===== src/rtl/rf_seq_pkg.sv =====
// Shared definitions for the register-file sequencer: opcodes, instruction
// field positions, FSM states and default widths.
package rf_seq_pkg;

    localparam int unsigned WIDTH_DEF  = 4;
    localparam int unsigned ADDR_W_DEF = 2;
    localparam int unsigned INSTR_W    = 8;
    localparam int unsigned IMM_W      = 4;

    localparam logic [1:0] OP_ADD = 2'b00;
    localparam logic [1:0] OP_SUB = 2'b01;
    localparam logic [1:0] OP_AND = 2'b10;
    localparam logic [1:0] OP_LDI = 2'b11;

    localparam int unsigned OP_MSB = 7;
    localparam int unsigned OP_LSB = 6;
    localparam int unsigned RD_MSB = 5;
    localparam int unsigned RD_LSB = 4;
    localparam int unsigned RA_MSB = 3;
    localparam int unsigned RA_LSB = 2;
    localparam int unsigned RB_MSB = 1;
    localparam int unsigned RB_LSB = 0;

    typedef enum logic [1:0] {
        IDLE  = 2'd0,
        READ  = 2'd1,
        EXEC  = 2'd2,
        WRITE = 2'd3
    } state_t;

endpackage


===== src/rtl/rf_sequencer_alu.sv =====
// Combinational ALU for the sequencer: ADD/SUB/AND on register operands,
// LDI passes the instruction immediate through.
module rf_seq_alu
    import rf_seq_pkg::*;
#(
    parameter int unsigned WIDTH = WIDTH_DEF
) (
    input  logic [1:0]       op,
    input  logic [WIDTH-1:0] a,
    input  logic [WIDTH-1:0] b,
    input  logic [IMM_W-1:0] imm,
    output logic [WIDTH-1:0] result,
    output logic             carry,
    output logic             zero
);

    logic [WIDTH:0] ext;

    always_comb begin
        ext    = '0;
        result = '0;
        carry  = 1'b0;
        case (op)
            OP_ADD: begin
                ext    = {1'b0, a} + {1'b0, b};
                result = ext[WIDTH-1:0];
                carry  = ext[WIDTH];
            end
            OP_SUB: begin
                // Zero-extended subtraction: the top bit is the unsigned borrow.
                ext    = {1'b0, a} - {1'b0, b};
                result = ext[WIDTH-1:0];
                carry  = ext[WIDTH];
            end
            OP_AND: begin
                result = a & b;
            end
            OP_LDI: begin
                result = WIDTH'(imm);
            end
        endcase
        zero = (result == '0);
    end

endmodule


===== src/rtl/rf_sequencer.sv =====
// Multi-cycle register-file sequencer: IDLE -> READ -> EXEC -> WRITE.
// Define RF_SEQ_OVERLAP_EN to accept the next instruction during WRITE.
module rf_sequencer
    import rf_seq_pkg::*;
#(
    parameter int unsigned WIDTH  = WIDTH_DEF,
    parameter int unsigned ADDR_W = ADDR_W_DEF
) (
    input  logic                clk,
    input  logic                reset,
    input  logic                instr_valid,
    output logic                instr_ready,
    input  logic [INSTR_W-1:0]  instr,
    output logic [ADDR_W-1:0]   SEL_A,
    output logic [ADDR_W-1:0]   SEL_B,
    output logic [ADDR_W-1:0]   SEL_W,
    output logic                write_en,
    output logic [WIDTH-1:0]    DATA_IN,
    input  logic [WIDTH-1:0]    OUT_A,
    input  logic [WIDTH-1:0]    OUT_B,
    output logic                carry,
    output logic                zero,
    output logic                busy,
    output logic                done
);

    state_t               state, state_nxt;
    logic [INSTR_W-1:0]   instr_q;
    logic [WIDTH-1:0]     op_a, op_b, result_q;
    logic [WIDTH-1:0]     alu_result;
    logic                 alu_carry, alu_zero;
    logic                 accept;

    assign accept  = instr_valid & instr_ready;
    assign DATA_IN = result_q;

    always_ff @(posedge clk) begin
        if (reset) state <= IDLE;
        else       state <= state_nxt;
    end

    always_comb begin
        state_nxt = state;
        case (state)
            IDLE:  if (accept) state_nxt = READ;
            READ:  state_nxt = EXEC;
            EXEC:  state_nxt = WRITE;
            WRITE: begin
`ifdef RF_SEQ_OVERLAP_EN
                state_nxt = accept ? READ : IDLE;
`else
                state_nxt = IDLE;
`endif
            end
        endcase
    end

    always_comb begin
`ifdef RF_SEQ_OVERLAP_EN
        instr_ready = (state == IDLE) || (state == WRITE);
`else
        instr_ready = (state == IDLE);
`endif
        busy     = (state != IDLE);
        done     = (state == WRITE);
        write_en = (state == WRITE) && !reset;
    end

    // Read selects are loaded on the accept edge so they are already valid
    // throughout READ; all selects then hold until the next load.
    always_ff @(posedge clk) begin
        if (reset) begin
            instr_q  <= '0;
            SEL_A    <= '0;
            SEL_B    <= '0;
            SEL_W    <= '0;
            op_a     <= '0;
            op_b     <= '0;
            result_q <= '0;
            carry    <= 1'b0;
            zero     <= 1'b0;
        end else begin
            if (accept) begin
                instr_q <= instr;
                SEL_A   <= ADDR_W'(instr[RA_MSB:RA_LSB]);
                SEL_B   <= ADDR_W'(instr[RB_MSB:RB_LSB]);
            end
            if (state == READ) begin
                op_a <= OUT_A;
                op_b <= OUT_B;
            end
            if (state == EXEC) begin
                result_q <= alu_result;
                carry    <= alu_carry;
                zero     <= alu_zero;
                SEL_W    <= ADDR_W'(instr_q[RD_MSB:RD_LSB]);
            end
        end
    end

    rf_seq_alu #(.WIDTH(WIDTH)) u_alu (
        .op     (instr_q[OP_MSB:OP_LSB]),
        .a      (op_a),
        .b      (op_b),
        .imm    (instr_q[RA_MSB:RB_LSB]),
        .result (alu_result),
        .carry  (alu_carry),
        .zero   (alu_zero)
    );

endmodule


===== config.mk =====
export PLATFORM = sky130hd
export DESIGN_NAME = rf_sequencer
export DESIGN_NICKNAME = d
export VERILOG_FILES = /design/src/rtl/rf_seq_pkg.sv /design/src/rtl/rf_sequencer_alu.sv /design/src/rtl/rf_sequencer.sv
export SDC_FILE = /design/constraint.sdc
export NUM_CORES = 1
export LEC_CHECK = 0
export ABC_AREA = 1
export BUFFER_PORTS_ARGS = -buffer_cell sky130_fd_sc_hd__buf_2
export CORE_UTILIZATION = 54
export CTS_BUF_LIST = sky130_fd_sc_hd__clkbuf_8
export CTS_CLUSTER_DIAMETER = 30
export DETAILED_ROUTE_END_ITERATION = 16
export GPL_TIMING_DRIVEN = 0
export PLACE_DENSITY = 0.78
export REMOVE_ABC_BUFFERS = 1
export SETUP_SLACK_MARGIN = 0.1
export SLEW_MARGIN = 30
export SYNTH_ARGS = -nofsm -noshare
export SYNTH_HDL_FRONTEND = slang
export SYNTH_SLANG_ARGS = --single-unit

===== constraint.sdc =====
create_clock -name clk -period 2.4 [get_ports clk]
set_clock_uncertainty 0.2 [all_clocks]
set_input_delay 0.24 -clock clk [delete_from_list [all_inputs] [get_ports clk]]
set_output_delay 0.24 -clock clk [all_outputs]
set_load 0.1 [all_outputs]

# Word-level counts from Yosys, hierarchy flattened
# Index checks and enable logic that the tools add are counted.
# op_classes
add_sub_neg	2
multipliers	0
div_mod_pow	0
n_lt_le_gt_ge	0
eq_ne	7
shift	0
muxes	4
bitwise	2
n_reduce_logical	6
# ops
op	count
4-bit case mux with 4 select lines	1
2-bit equality test, second input constant	4
2-bit case mux with 4 select lines	1
4-bit by 4-bit adder with 5-bit output	1
4-bit by 4-bit subtractor with 5-bit output	1
4-bit bitwise AND	1
2-bit by 1-bit equality test with 1-bit output, second input constant	2
2-bit zero test	2
4-bit zero test	1
2-bit 2-to-1 mux	1
2-bit by 1-bit != test with 1-bit output, second input constant	1
1-bit case mux with 2 select lines	1
2-bit nonzero test	1
1-bit bitwise AND	1
1-bit logical AND	1
1-bit zero test	1
# word_totals
regBits	30
latchBits	0
mem_bits_rw	0
mem_bits_ro	0
out_inout_bits	16
wordCells	31
memories	0

# Longest topological paths before layout
# logic_depth
word_depth	4
ltp_mapped	11
depth_no_buf	11

# Cells and area by module
# A second synthesis with hierarchy kept.
# unflattened
cells_unflattened	209
area_unflattened_um2	1551.5
# by_module_without_submodules
mod	instances	cells_per_inst	area_each_um2	seq_area_each_um2
rf_sequencer	1	129	1067.3	520.5
rf_seq_alu	1	80	484.2	0.0

# Worst setup path before layout
# OpenSTA, ideal clock, no wires.
# synth_timing
kind	reg2out
start	reg state[0]
end	out write_en
arrival_time_ns	2.511
t_required_ns	1.960
slack_ns	-0.551
stages_incl_launch_ff	4
path_buffers	0
cell_sequence	dfxtp_1 ha_1 inv_1 nor2_1
# synth_via
elab_chain_cells	2
# synth_rtl
item	line_no	text
from (decl)	rf_sequencer.sv:27	state_t state, state_nxt;
from (signal assigned)	rf_sequencer.sv:39	else state <= state_nxt;
2-bit equality test	n/a	
net done	rf_sequencer.sv:24	output logic done
1-bit logical AND	rf_sequencer.sv:66	write_en = (state == WRITE) && !reset;
to (decl)	rf_sequencer.sv:17	output logic write_en,
# The timed path passes the listed nets, and every way through them passes these cells.

# Final worst setup path
# layout_timing
start	reg op_a[0]
end	reg zero
# layout_via
elab_chain_cells	3
word_cells_on_any_way	5
cone_classes	2 x add/sub; 1 x mux; 1 x bitwise; 1 x reduce/logical
# layout_rtl
item	line_no	text
from (decl)	rf_sequencer.sv:29	logic [WIDTH-1:0] op_a, op_b, result_q;
from (signal assigned)	rf_sequencer.sv:77	op_a <= '0;
from (signal assigned)	rf_sequencer.sv:89	op_a <= OUT_A;
4-bit by 4-bit subtractor with 5-bit output (tied with other cells)	rf_sequencer_alu.sv:31	ext = {1'b0, a} - {1'b0, b};
4-bit case mux with 4 select lines *	rf_sequencer_alu.sv:23	case (op)
4-bit zero test *	rf_sequencer_alu.sv:42	zero = (result == '0);
to (signal assigned)	rf_sequencer.sv:95	zero <= alu_zero;
to (decl)	rf_sequencer.sv:22	output logic zero,
# Mark *: on every way between the ends. The rest lies on a longest branch, timed or not.
# A chain may end at the register's enable or synchronous reset.

==> run_summary.xml <==
<?xml version="1.0" encoding="UTF-8"?>
<metrics>
  <group name="global_routing">
    <metric name="grt_first_pass_wirelength" unit="um">5000</metric>
    <metric name="antenna_found_initial" unit="">0</metric>
    <metric name="globalRouteOverflowTotal" unit="">0</metric>
    <metric name="grt_start_max_net_pins" unit="">25</metric>
    <metric name="grt_pass1_vias" unit="">1167</metric>
    <metric name="groute.usage.overall" unit="%">24.5</metric>
  </group>
  <group name="floorplan">
    <metric name="fp.dieArea" unit="sq mm">0.00277</metric>
    <metric name="floorplan.initialDensity" unit="%">59.7</metric>
    <metric name="placementRows" unit="">17</metric>
    <metric name="placeableCoreArea" unit="sq mm">0.00232</metric>
    <metric name="floorplan.io_pins" unit="">35</metric>
    <metric name="chipHeight" unit="um">52.6</metric>
    <metric name="fp.dieW" unit="um">52.6</metric>
  </group>
  <group name="clock_tree">
    <metric name="numCtsBuffers" unit="">3</metric>
    <metric name="h-tree-depth" unit="">1</metric>
    <metric name="tritoncts_clock_tree" unit="">yes</metric>
    <metric name="clkTransAtPathRegs" unit="ns">0.09</metric>
    <metric name="clock_sinks" unit="">26</metric>
    <metric name="max_clock_buf_depth" unit="">2</metric>
    <metric name="clock-root-buffer" unit="">sky130_fd_sc_hd__clkbuf_8</metric>
    <metric name="post_cts_buffers" unit="">0</metric>
    <metric name="worstSkewPairLatency" unit="ns">0.27</metric>
  </group>
  <group name="placed_design">
    <metric name="placed_cells_incl_taps" unit="">238</metric>
    <metric name="gp_routability_congestion" unit="">0.899</metric>
    <metric name="placed_cell_area" unit="sq mm">0.00152</metric>
    <metric name="io_buffers" unit="">34</metric>
    <metric name="place_hpwl" unit="um">2250</metric>
    <metric name="pre_cts_slack" unit="ns">0.434</metric>
  </group>
  <group name="route">
    <metric name="drc_errors" unit="">0</metric>
    <metric name="detail_route.wirelength" unit="um">2940</metric>
    <metric name="firstDrtPassIters" unit="">4</metric>
    <metric name="avgRoutedWirePerCell" unit="um">12.0</metric>
    <metric name="detail_route.vias_per_cell" unit="">5.30</metric>
    <metric name="vias" unit="">1292</metric>
    <metric name="antenna_violating_nets_post_route" unit="">0</metric>
    <metric name="first_iter_violations" unit="">31</metric>
  </group>
  <group name="layout">
    <metric name="area_growth_syn_to_layout" unit="%">15.6</metric>
    <metric name="final_util" unit="%">69.0</metric>
    <metric name="final_net_count" unit="">250</metric>
    <metric name="insertedDiodeCount" unit="">0</metric>
    <metric name="final_cells" unit="">244</metric>
    <metric name="final_design_area_no_fill" unit="sq mm">0.00160</metric>
    <metric name="drive_gt1_share" unit="%">20.4</metric>
  </group>
  <group name="run_status">
    <metric name="outcome" unit="">finished, final reports clean</metric>
  </group>
  <group name="setup_path">
    <metric name="critPathMostFrequentCell" unit="">sky130_fd_sc_hd__nand2_1</metric>
    <metric name="endpoint_kind" unit="">flip-flop</metric>
    <metric name="critical-path-top-delay-family" unit="">adder cells</metric>
    <metric name="startpoint_type" unit="">flip-flop</metric>
    <metric name="timing.critical_path.required" unit="ns">2.41</metric>
    <metric name="worstPathCellList" unit="">inv_1 -&gt; ha_1 -&gt; fa_1 -&gt; a21oi_1 -&gt; o21ai_2 -&gt; nand2_1 -&gt; nor2_1 -&gt; nand2_1 -&gt; a21oi_2</metric>
    <metric name="crit_slowest_cell" unit="">sky130_fd_sc_hd__fa_1</metric>
    <metric name="path_class" unit="">reg -&gt; reg</metric>
    <metric name="path_max_fanout" unit="">2</metric>
    <metric name="path_buf_inv" unit="">1</metric>
    <metric name="cp_data_arrival_time" unit="ns">2.01</metric>
    <metric name="reg2reg_setup_slack" unit="ns">0.40</metric>
    <metric name="worst_path_largest_cell_delay" unit="ns">0.49</metric>
  </group>
  <group name="yosys">
    <metric name="synth.cell_area" unit="sq mm">0.00138</metric>
    <metric name="syn_avg_cell_area" unit="sq um">7.40</metric>
    <metric name="ys_seq_elements" unit="">26</metric>
    <metric name="synth_cells" unit="">187</metric>
    <metric name="synth-warning-count" unit="">0</metric>
    <metric name="netlist-cell-type-count" unit="">23</metric>
    <metric name="synth_sequential_area_ratio" unit="%">37.6</metric>
  </group>
  <group name="hold_path">
    <metric name="worst_hold_path_type" unit="">in -&gt; reg</metric>
  </group>
  <group name="timing">
    <metric name="rsz0062_at_grt" unit="">no</metric>
    <metric name="timing.final.max_slew_violations" unit="">0</metric>
    <metric name="hold_viol" unit="">0</metric>
    <metric name="final_critical_path_setup_slack" unit="ns">0.399</metric>
    <metric name="timing_worst_slew_pin_value" unit="ns">0.604</metric>
    <metric name="maxClockFrequency" unit="MHz">500</metric>
    <metric name="min_period" unit="ns">2.00</metric>
    <metric name="finalSetupViolations" unit="">0</metric>
    <metric name="fin_crit_sh" unit="%">83.4</metric>
    <metric name="slew_headroom" unit="%">59.7</metric>
  </group>
  <group name="job">
    <metric name="max-cap-violations" unit="">0</metric>
  </group>
</metrics>
cell families (layout without fill, tap and decap cells):
| logic type | Yosys count | count (layout) | synth area share [%] |
|---|---|---|---|
| adder cells (fa/ha/maj) | 14 | 14 | 13.7 |
| buffers and inverters | 33 | 62 | 10.7 |
| flip-flops | 26 | 26 | 37.6 |
| XOR/XNOR | 1 | 1 | 0.633 |
| AO/OA/AOI/OAI | 45 | 45 | 17.4 |
| AND/OR/NAND/NOR | 68 | 68 | 20.0 |
synth_stat cells (all sizes together):
master	instances	area share [%]
xnor2	1	0.63
a221oi	1	0.63
buf	6	3.3
inv	21	5.7
o211ai	1	0.54
a31oi	1	0.45
nand3	15	5.4
nand4	1	0.45
fa	2	2.9
dfxtp	26	38
clkbuf	5	1.4
clkinv	1	0.27
a21oi	15	5.7
nand2	19	5.2
o21ai	27	10
nor2	33	9.0
ha	12	11
layer usage:
metal	track usage (%)	wire length, um	vias to the layer above
met5	0	0	-
met4	7.89	23	0
met3	3.77	104	2
met2	42.0	1410	31
met1	30.9	1400	596
li1	-	-	663
final timing paths:
| check | start | to | cells after the start |
|---|---|---|---|
| max | op_a[0] | zero | 9 |
| min | OUT_A[3] | op_a[3] | 3 |
| max reg2reg | op_a[0] | zero | 9 |
| min reg2reg | zero | zero | 2 |
metrics by stage:
step	TNS [ns]	hold WS (ns)
5_1_grt	0	0.00386
2_1_floorplan	-1.19	0.102
3_5_place_dp	0	0.246
3_3_place_gp	0	0.245
6_report	0	0.00672
4_1_cts	0	0.00724
cell type report:
type / instances / area (sq um)
clock buffer: 4 / 55.1
fill: 206 / 719
inverter: 22 / 82.6
multi-input combinational: 128 / 716
sequential: 26 / 520
tap: 28 / 35.0
timing repair buffer: 36 / 190
tightest hold or removal path, stage by stage:
cell and delay, ns:
sky130_fd_sc_hd__buf_2 0.08, sky130_fd_sc_hd__nor2_1 0.04, sky130_fd_sc_hd__nor2_1 0.08
state kept, by name (all words and copies together) (netlist names):
register,cells
DATA_IN,4
instr_q,6
SEL_W,2
op_a,4
zero,1
carry,1
op_b,4
SEL_A,1
SEL_B,1
state,2
what timing repair did:
action / in CTS / in global routing
hold buffers: 2 / 0
resized for setup: 0 / 0
endpoints found under the hold margin: 3 / 0
layout by cell type (no fill, tap or decap):
master,count
sky130_fd_sc_hd__o21ai_0,24
sky130_fd_sc_hd__nand4_1,1
sky130_fd_sc_hd__nor2_1,33
sky130_fd_sc_hd__inv_2,4
sky130_fd_sc_hd__o21ai_2,1
sky130_fd_sc_hd__nand2_1,19
sky130_fd_sc_hd__clkbuf_8,4
sky130_fd_sc_hd__a21oi_1,14
sky130_fd_sc_hd__dlygate4sd3_1,2
sky130_fd_sc_hd__xnor2_1,1
sky130_fd_sc_hd__a221oi_1,1
sky130_fd_sc_hd__inv_1,17
sky130_fd_sc_hd__ha_1,12
sky130_fd_sc_hd__clkinv_1,1
sky130_fd_sc_hd__a31oi_1,1
sky130_fd_sc_hd__o211ai_1,1
sky130_fd_sc_hd__fa_1,2
sky130_fd_sc_hd__a21oi_2,1
sky130_fd_sc_hd__o21ai_1,2
sky130_fd_sc_hd__nand3_1,15
sky130_fd_sc_hd__dfxtp_1,26
sky130_fd_sc_hd__buf_2,34
Power is not shown: default switching activity piles up to over one toggle a cycle in this logic, so the estimate is an artifact.
